$ cat config.mk
export PLATFORM = sky130hd
export DESIGN_NAME = fpmul_initiator
export DESIGN_NICKNAME = d
export VERILOG_FILES = /design/src/rtl/fpmul_initiator.sv
export SDC_FILE = /design/constraint.sdc
export NUM_CORES = 1
export LEC_CHECK = 0
export ABC_AREA = 0
export BUFFER_PORTS_ARGS = -buffer_cell sky130_fd_sc_hd__buf_2
export CORE_MARGIN = 3
export CORE_UTILIZATION = 51
export CTS_CLUSTER_SIZE = 14
export DETAILED_ROUTE_END_ITERATION = 10
export GPL_TIMING_DRIVEN = 0
export HOLD_SLACK_MARGIN = 0.05
export PLACE_DENSITY = 0.85
export SYNTH_ARGS = -nofsm -noshare
export SYNTH_HDL_FRONTEND = slang
export SYNTH_SLANG_ARGS = --single-unit
$ cat constraint.sdc
create_clock -name clk -period 3.1 [get_ports clk]
set_clock_uncertainty 0.05 [all_clocks]
set_input_delay 0.62 -clock clk [delete_from_list [all_inputs] [get_ports clk]]
set_output_delay 0.62 -clock clk [all_outputs]
set_load 0.01 [all_outputs]
$ cat src/rtl/fpmul_initiator.sv
// Operand-queueing initiator for a single-precision FP multiplier: buffers operand pairs,
// issues one at a time, collects the product and delivers {a, b, z}. Watchdog: FPMUL_INIT_TIMEOUT_EN.
`timescale 1ns/1ps
module fpmul_initiator #(
   parameter int DEPTH   = 4,
   parameter int TIMEOUT = 64
) (
   input  logic        clk,
   input  logic        rst,
   input  logic        ld_valid,
   output logic        ld_ready,
   input  logic [31:0] ld_a,
   input  logic [31:0] ld_b,
   output logic        op_valid,
   input  logic        op_ready,
   output logic [31:0] op_a,
   output logic [31:0] op_b,
   input  logic        res_valid,
   output logic        res_ready,
   input  logic [31:0] res_data,
   output logic        out_valid,
   input  logic        out_ready,
   output logic [31:0] out_a,
   output logic [31:0] out_b,
   output logic [31:0] out_z,
   output logic [15:0] txn_cnt,
   output logic        err_timeout,
   output logic [1:0]  dbg_state
);

   // Every port transfers on a rising edge where its valid and ready are both 1;
   // a valid, once raised, holds its payload stable until that transfer.

   localparam int AW = $clog2(DEPTH);
   localparam logic [AW:0] FULL_CNT = (AW+1)'(DEPTH);

   if (DEPTH < 2 || (DEPTH & (DEPTH - 1)) != 0 || TIMEOUT < 1) begin : g_bad_cfg
      $error("fpmul_initiator: DEPTH must be a power of two >= 2 and TIMEOUT >= 1");
   end

   typedef enum logic [1:0] {
      S_IDLE    = 2'd0,
      S_ISSUE   = 2'd1,
      S_AWAIT   = 2'd2,
      S_DELIVER = 2'd3
   } state_t;

   state_t        r_state;
   state_t        w_state_nxt;

   logic [63:0]   r_mem [DEPTH];
   logic [AW-1:0] r_wr_ptr;
   logic [AW-1:0] r_rd_ptr;
   logic [AW:0]   r_count;
   logic [AW:0]   w_count_nxt;
   logic          r_ld_en;

   logic          w_push;
   logic          w_pop;
   logic          w_full;
   logic          w_nonempty_nxt;
   logic [63:0]   w_head;
   logic          w_load_op;
   logic          w_capture;
   logic          w_deliver;

   logic [31:0]   r_op_a;
   logic [31:0]   r_op_b;
   logic [31:0]   r_hold_a;
   logic [31:0]   r_hold_b;
   logic [31:0]   r_out_a;
   logic [31:0]   r_out_b;
   logic [31:0]   r_out_z;
   logic [15:0]   r_txn_cnt;

   // ld_ready is held low until the first edge after reset release
   assign w_full         = (r_count == FULL_CNT);
   assign ld_ready       = r_ld_en & ~w_full;
   assign w_push         = ld_valid & ld_ready;
   assign w_pop          = (r_state == S_ISSUE) & op_ready;
   assign w_count_nxt    = r_count + {{AW{1'b0}}, w_push} - {{AW{1'b0}}, w_pop};
   assign w_nonempty_nxt = (w_count_nxt != '0);

   // Leaving AWAIT/DELIVER onto an empty FIFO that is being loaded this cycle: bypass
   assign w_head = (r_count != '0) ? r_mem[r_rd_ptr] : {ld_a, ld_b};

`ifdef FPMUL_INIT_TIMEOUT_EN
   localparam int TW = $clog2(TIMEOUT + 1);
   localparam logic [TW-1:0] TO_LAST = TW'(TIMEOUT - 1);

   logic [TW-1:0] r_to_cnt;
   logic          r_err_timeout;
   logic          w_timeout;
`endif

   always_comb begin
      w_state_nxt = r_state;
      w_load_op   = 1'b0;
      w_capture   = 1'b0;
      w_deliver   = 1'b0;
`ifdef FPMUL_INIT_TIMEOUT_EN
      w_timeout   = 1'b0;
`endif
      case (r_state)
         S_IDLE: begin
            if (r_count != '0) begin
               w_state_nxt = S_ISSUE;
               w_load_op   = 1'b1;
            end
         end
         S_ISSUE: begin
            if (op_ready) w_state_nxt = S_AWAIT;
         end
         S_AWAIT: begin
            if (res_valid) begin
               w_capture   = 1'b1;
               w_state_nxt = S_DELIVER;
            end
`ifdef FPMUL_INIT_TIMEOUT_EN
            else if (r_to_cnt == TO_LAST) begin
               w_timeout   = 1'b1;
               w_load_op   = w_nonempty_nxt;
               w_state_nxt = w_nonempty_nxt ? S_ISSUE : S_IDLE;
            end
`endif
         end
         S_DELIVER: begin
            if (out_ready) begin
               w_deliver   = 1'b1;
               w_load_op   = w_nonempty_nxt;
               w_state_nxt = w_nonempty_nxt ? S_ISSUE : S_IDLE;
            end
         end
         default: w_state_nxt = S_IDLE;
      endcase
   end

   always_ff @(posedge clk) begin
      if (w_push) r_mem[r_wr_ptr] <= {ld_a, ld_b};
   end

   always_ff @(posedge clk or negedge rst) begin
      if (!rst) begin
         r_state   <= S_IDLE;
         r_wr_ptr  <= '0;
         r_rd_ptr  <= '0;
         r_count   <= '0;
         r_ld_en   <= 1'b0;
         r_op_a    <= '0;
         r_op_b    <= '0;
         r_hold_a  <= '0;
         r_hold_b  <= '0;
         r_out_a   <= '0;
         r_out_b   <= '0;
         r_out_z   <= '0;
         r_txn_cnt <= '0;
      end else begin
         r_state <= w_state_nxt;
         r_count <= w_count_nxt;
         r_ld_en <= 1'b1;
         if (w_push) r_wr_ptr <= r_wr_ptr + 1'b1;
         if (w_pop) begin
            r_rd_ptr <= r_rd_ptr + 1'b1;
            r_hold_a <= r_op_a;
            r_hold_b <= r_op_b;
         end
         if (w_load_op) begin
            r_op_a <= w_head[63:32];
            r_op_b <= w_head[31:0];
         end
         if (w_capture) begin
            r_out_a <= r_hold_a;
            r_out_b <= r_hold_b;
            r_out_z <= res_data;
         end
         if (w_deliver) r_txn_cnt <= r_txn_cnt + 16'd1;
      end
   end

`ifdef FPMUL_INIT_TIMEOUT_EN
   // Counts cycles spent in AWAIT; restarts on every entry
   always_ff @(posedge clk or negedge rst) begin
      if (!rst) begin
         r_to_cnt      <= '0;
         r_err_timeout <= 1'b0;
      end else begin
         if (r_state == S_AWAIT && !w_timeout && !res_valid) r_to_cnt <= r_to_cnt + 1'b1;
         else r_to_cnt <= '0;
         if (w_timeout) r_err_timeout <= 1'b1;
      end
   end

   assign err_timeout = r_err_timeout;
`else
   assign err_timeout = 1'b0;
`endif

   assign op_valid  = (r_state == S_ISSUE);
   assign res_ready = (r_state == S_AWAIT);
   assign out_valid = (r_state == S_DELIVER);
   assign op_a      = r_op_a;
   assign op_b      = r_op_b;
   assign out_a     = r_out_a;
   assign out_b     = r_out_b;
   assign out_z     = r_out_z;
   assign txn_cnt   = r_txn_cnt;
   assign dbg_state = r_state;

endmodule

==> summary.md <==
| Metric | Value |
|---|---|
| Status | finished with violations |
| Failing checks | setup timing |
| Post-synth top area cell | edfxtp_1 |
| Syn_nets | 1,113 |
| Slew Limit Fails | 0 |
| Max stage delay on crit path | 0.42 ns |
| Slew margin rel. | 30.1% |
| Met1 WL | 17,900 um |
| Fraction of layout cells with a size suffix above 1 | 55.5% |
| Full die area | 41,300 um^2 |
| Hold_ws | 0.219 ns |
| Detailed placement HPWL | 26,900 um |
| Post-route minimum period | 3.24 ns |
| Core ar. | 38,000 um^2 |
| Syn_area_per_cell | 19.9 um^2 |
| RSZ-0062 raised after global routing | yes |
| Non-Filler Instances | 1,926 |
| Vias per std cell | 5.42 |
| Vias in the first global route | 11,500 |
| Initial DRC count | 560 |
| EDFF count, synth | 256 |
| Total gr overflow | 0 |
| Fin. Hold Viols | 0 |
| Final period util | 104% |
| Leakage | 9.97 nW |
| Skew-Pair Late Insertion Delay | 0.57 ns |
| Critical Path RT | 3.50 ns |
| Overall Global Routing Usage | 21.1% |
| Reg-to-reg setup timing slack | -0.14 ns |
| Sink Count | 506 |
| Layout area overhead | 21.9% |
| Async S/R FF share, synth | 49.4% |
| Starting density of the core | 52.2% |
| Antenna viol nets, final | 0 |
| Peak VDD IR | 0.000745 V |
| Place WS | -0.512 ns |
| First-pass GRT wire length | 67,000 um |
| Buffers on Ports | 283 |
| Register area share after synthesis | 70.2% |
| FF-to-FF Start | r_count[2]$_DFF_PN0_ |
| Worst Path Buf+Inv | 7 |
| Cell Area, Placed | 22,100 um^2 |
| Max clock buf depth | 3 |
| RR Endpoint | op_b[17]$_DFFE_PN0P_ |
| H-tree depth | 2 |
| Crit-path cells | a21boi_2 -> and2_4 -> inv_4 -> ha_4 -> inv_4 -> ha_4 -> inv_2 -> fa_2 -> inv_2 -> nor3_4 -> o32a_4 -> buf_12 -> buf_4 -> buf_12 -> mux2_4 |
| Worst Tran Pin Value | 1.05 ns |
| Drt wl/cell | 22.3 um |
| Post-synth top area share | 38.7% |
| Largest delay share family, worst path | adder cells |
| Worst Hold Path EP | out_z[1]$_DFFE_PN0P_ |
| Die W | 203 um |
| CP Launch Type | flip-flop |
| Clk pin slew, worst setup/hold paths | 0.06 ns |
| CP Class | reg -> reg |
| Largest cells by area after synthesis | edfxtp_1 39%, dfrtp_1 32%, mux2_2 13% |
| GP Congestion | 0.759 |
| TritonCTS clock tree | done |
| Pwr per Cell Area | 1070 nW/um^2 |
| Slowest cell on the critical path | fa_2 |
| Primary FF master, synth | edfxtp_1 |
| Total number of vias | 10,400 |
| Dpl cells | 1,798 |
| DIE HEIGHT | 203 um |
| Worst min path class | in -> reg |
| Hold Crit Start | res_data[1] |
| F_max | 0.309 GHz |
| Met2 wire len | 21,600 um |
| End-of-flow core utilization | 63.7% |
| Post-route cell area | 24,200 um^2 |
| # IOs | 285 |
| Critical path endpoint category | flip-flop |
| Ys Warns | 0 |
| CP max FO | 8 |
| Final worst slack | -0.138 ns |
| FF-to-FF path depth | 15 |
| Drc violations | 0 |
| Tot Pwr | 25.9 mW |
| Max-cap violations | 0 |
| Top cells by count, synth | 256 x edfxtp_1, 250 x dfrtp_1, 230 x mux2_2, 64 x mux4_2, 60 x mux2_4 |
| Met3 Wirelength | 2470 um |
| Top Layer Used | met5 |
| Most common cell in the netlist | edfxtp_1 |
| Nets | 1,486 |
| Final setup viols | 39 |
| FP Rows | 71 |
| Largest net degree at the start of global routing | 124 |
| Pre-Repair DR Iteration Count | 4 |
| FF+latch count, synth | 506 |
| Antenna violations before repair | 5 |
| Routed WL | 42,900 um |
| Synth Cell Area | 19,900 um^2 |
| Cell count of the worst hold path | 2 |
| Unique masters post-synth | 36 |
| TritonCTS buffer count | 51 |
| Critical Path AT | 3.64 ns |
| Syn Inst Count | 998 |
| Setup TNS | -3.19 ns |
| Clock root buffer | clkbuf_16 |
per-layer routing:
layer | GRT usage [%] | vias up
li1 | - | 4582
met1 | 27.8 | 5499
met2 | 35.7 | 280
met3 | 4.50 | 74
met4 | 6.61 | 4
met5 | 0 | -
registers in the layout, summed over array words and instances (netlist names):
signal     count
r_hold_b      32
out_z         32
op_b          32
dbg_state      2
r_mem        256
txn_cnt       16
r_ld_en        1
out_a         32
out_b         32
r_count        3
op_a          32
r_hold_a      32
r_rd_ptr       2
r_wr_ptr       2
what timing repair did:
action | CTS | global route
resized for setup | 23 | 8
hold endpoints to repair | 31 | 0
cloned | 6 | 0
endpoints found under the setup margin | 105 | 84
buffers inserted | 25 | 6
hold buffers | 1 | 0
pin swaps | 8 | 8
worst max path at each step:
stage / depth (start not counted) / to / slack (ns) / startpoint
6_report: 15 / op_b[17]$_DFFE_PN0P_ / -0.14 / r_count[2]$_DFF_PN0_
5_1_grt: 16 / op_b[24]$_DFFE_PN0P_ / -0.20 / r_count[1]$_DFF_PN0_
4_1_cts: 18 / op_b[8]$_DFFE_PN0P_ / -0.31 / dbg_state[1]$_DFFE_PN0P_
3_5_place_dp: 15 / op_b[1]$_DFFE_PN0P_ / -0.51 / op_ready
3_3_place_gp: 1 / dbg_state[0]$_DFFE_PN0P_ / -3.47 / rst
2_1_floorplan: 15 / op_a[0]$_DFFE_PN0P_ / -0.02 / r_count[1]$_DFF_PN0_
layout by cell type, fill, tap and decap left out, drive strengths merged, types with 2 or more instances in the layout:
master  Yosys  layout
and3        6       6
buf        25     345
bufinv      0       4
clkbuf     21     100
clkinv      0      11
conb        2       2
dfrtp     250     250
diode       0       2
edfxtp    256     256
ha         12      12
inv         9       9
mux2      290     290
mux4       64      64
nand2       9       9
nand3       7       7
nand4       3       3
nor2        5       5
nor2b       3       3
nor3        4       4
o21ai       2       2
xnor2      11      11
xor2        7       7
where the power goes:
| group | internal [mW] | switching (mW) |
|---|---|---|
| registers | 9.10 | 1.07 |
| logic | 5.50 | 4.23 |
| clock network | 3.57 | 2.44 |
logic make-up after synthesis:
family / after synthesis / share of synthesized area, %
XOR/XNOR: 19 / 0.920
AND/OR/NAND/NOR: 42 / 1.13
flip-flops: 506 / 70.2
buffers and inverters: 55 / 1.67
other: 2 / 0.0378
AO/OA/AOI/OAI: 7 / 0.321
multiplexers: 354 / 24.8
adder cells (fa/ha/maj): 13 / 0.857
layout make-up:
class                           instances  area (um^2)
Multi-Input combinational cell        437         5680
Clock inverter                         15          170
Antenna cell                            2         5.00
Clock buffer                           80         1470
Timing Repair Buffer                  322         1980
Tap cell                              511          639
Buffer                                 44          279
Fill cell                            2627        13800
Inverter                                9         43.8
Sequential cell                       506        13900
No activity file was read; power rests on OpenSTA's default activity.
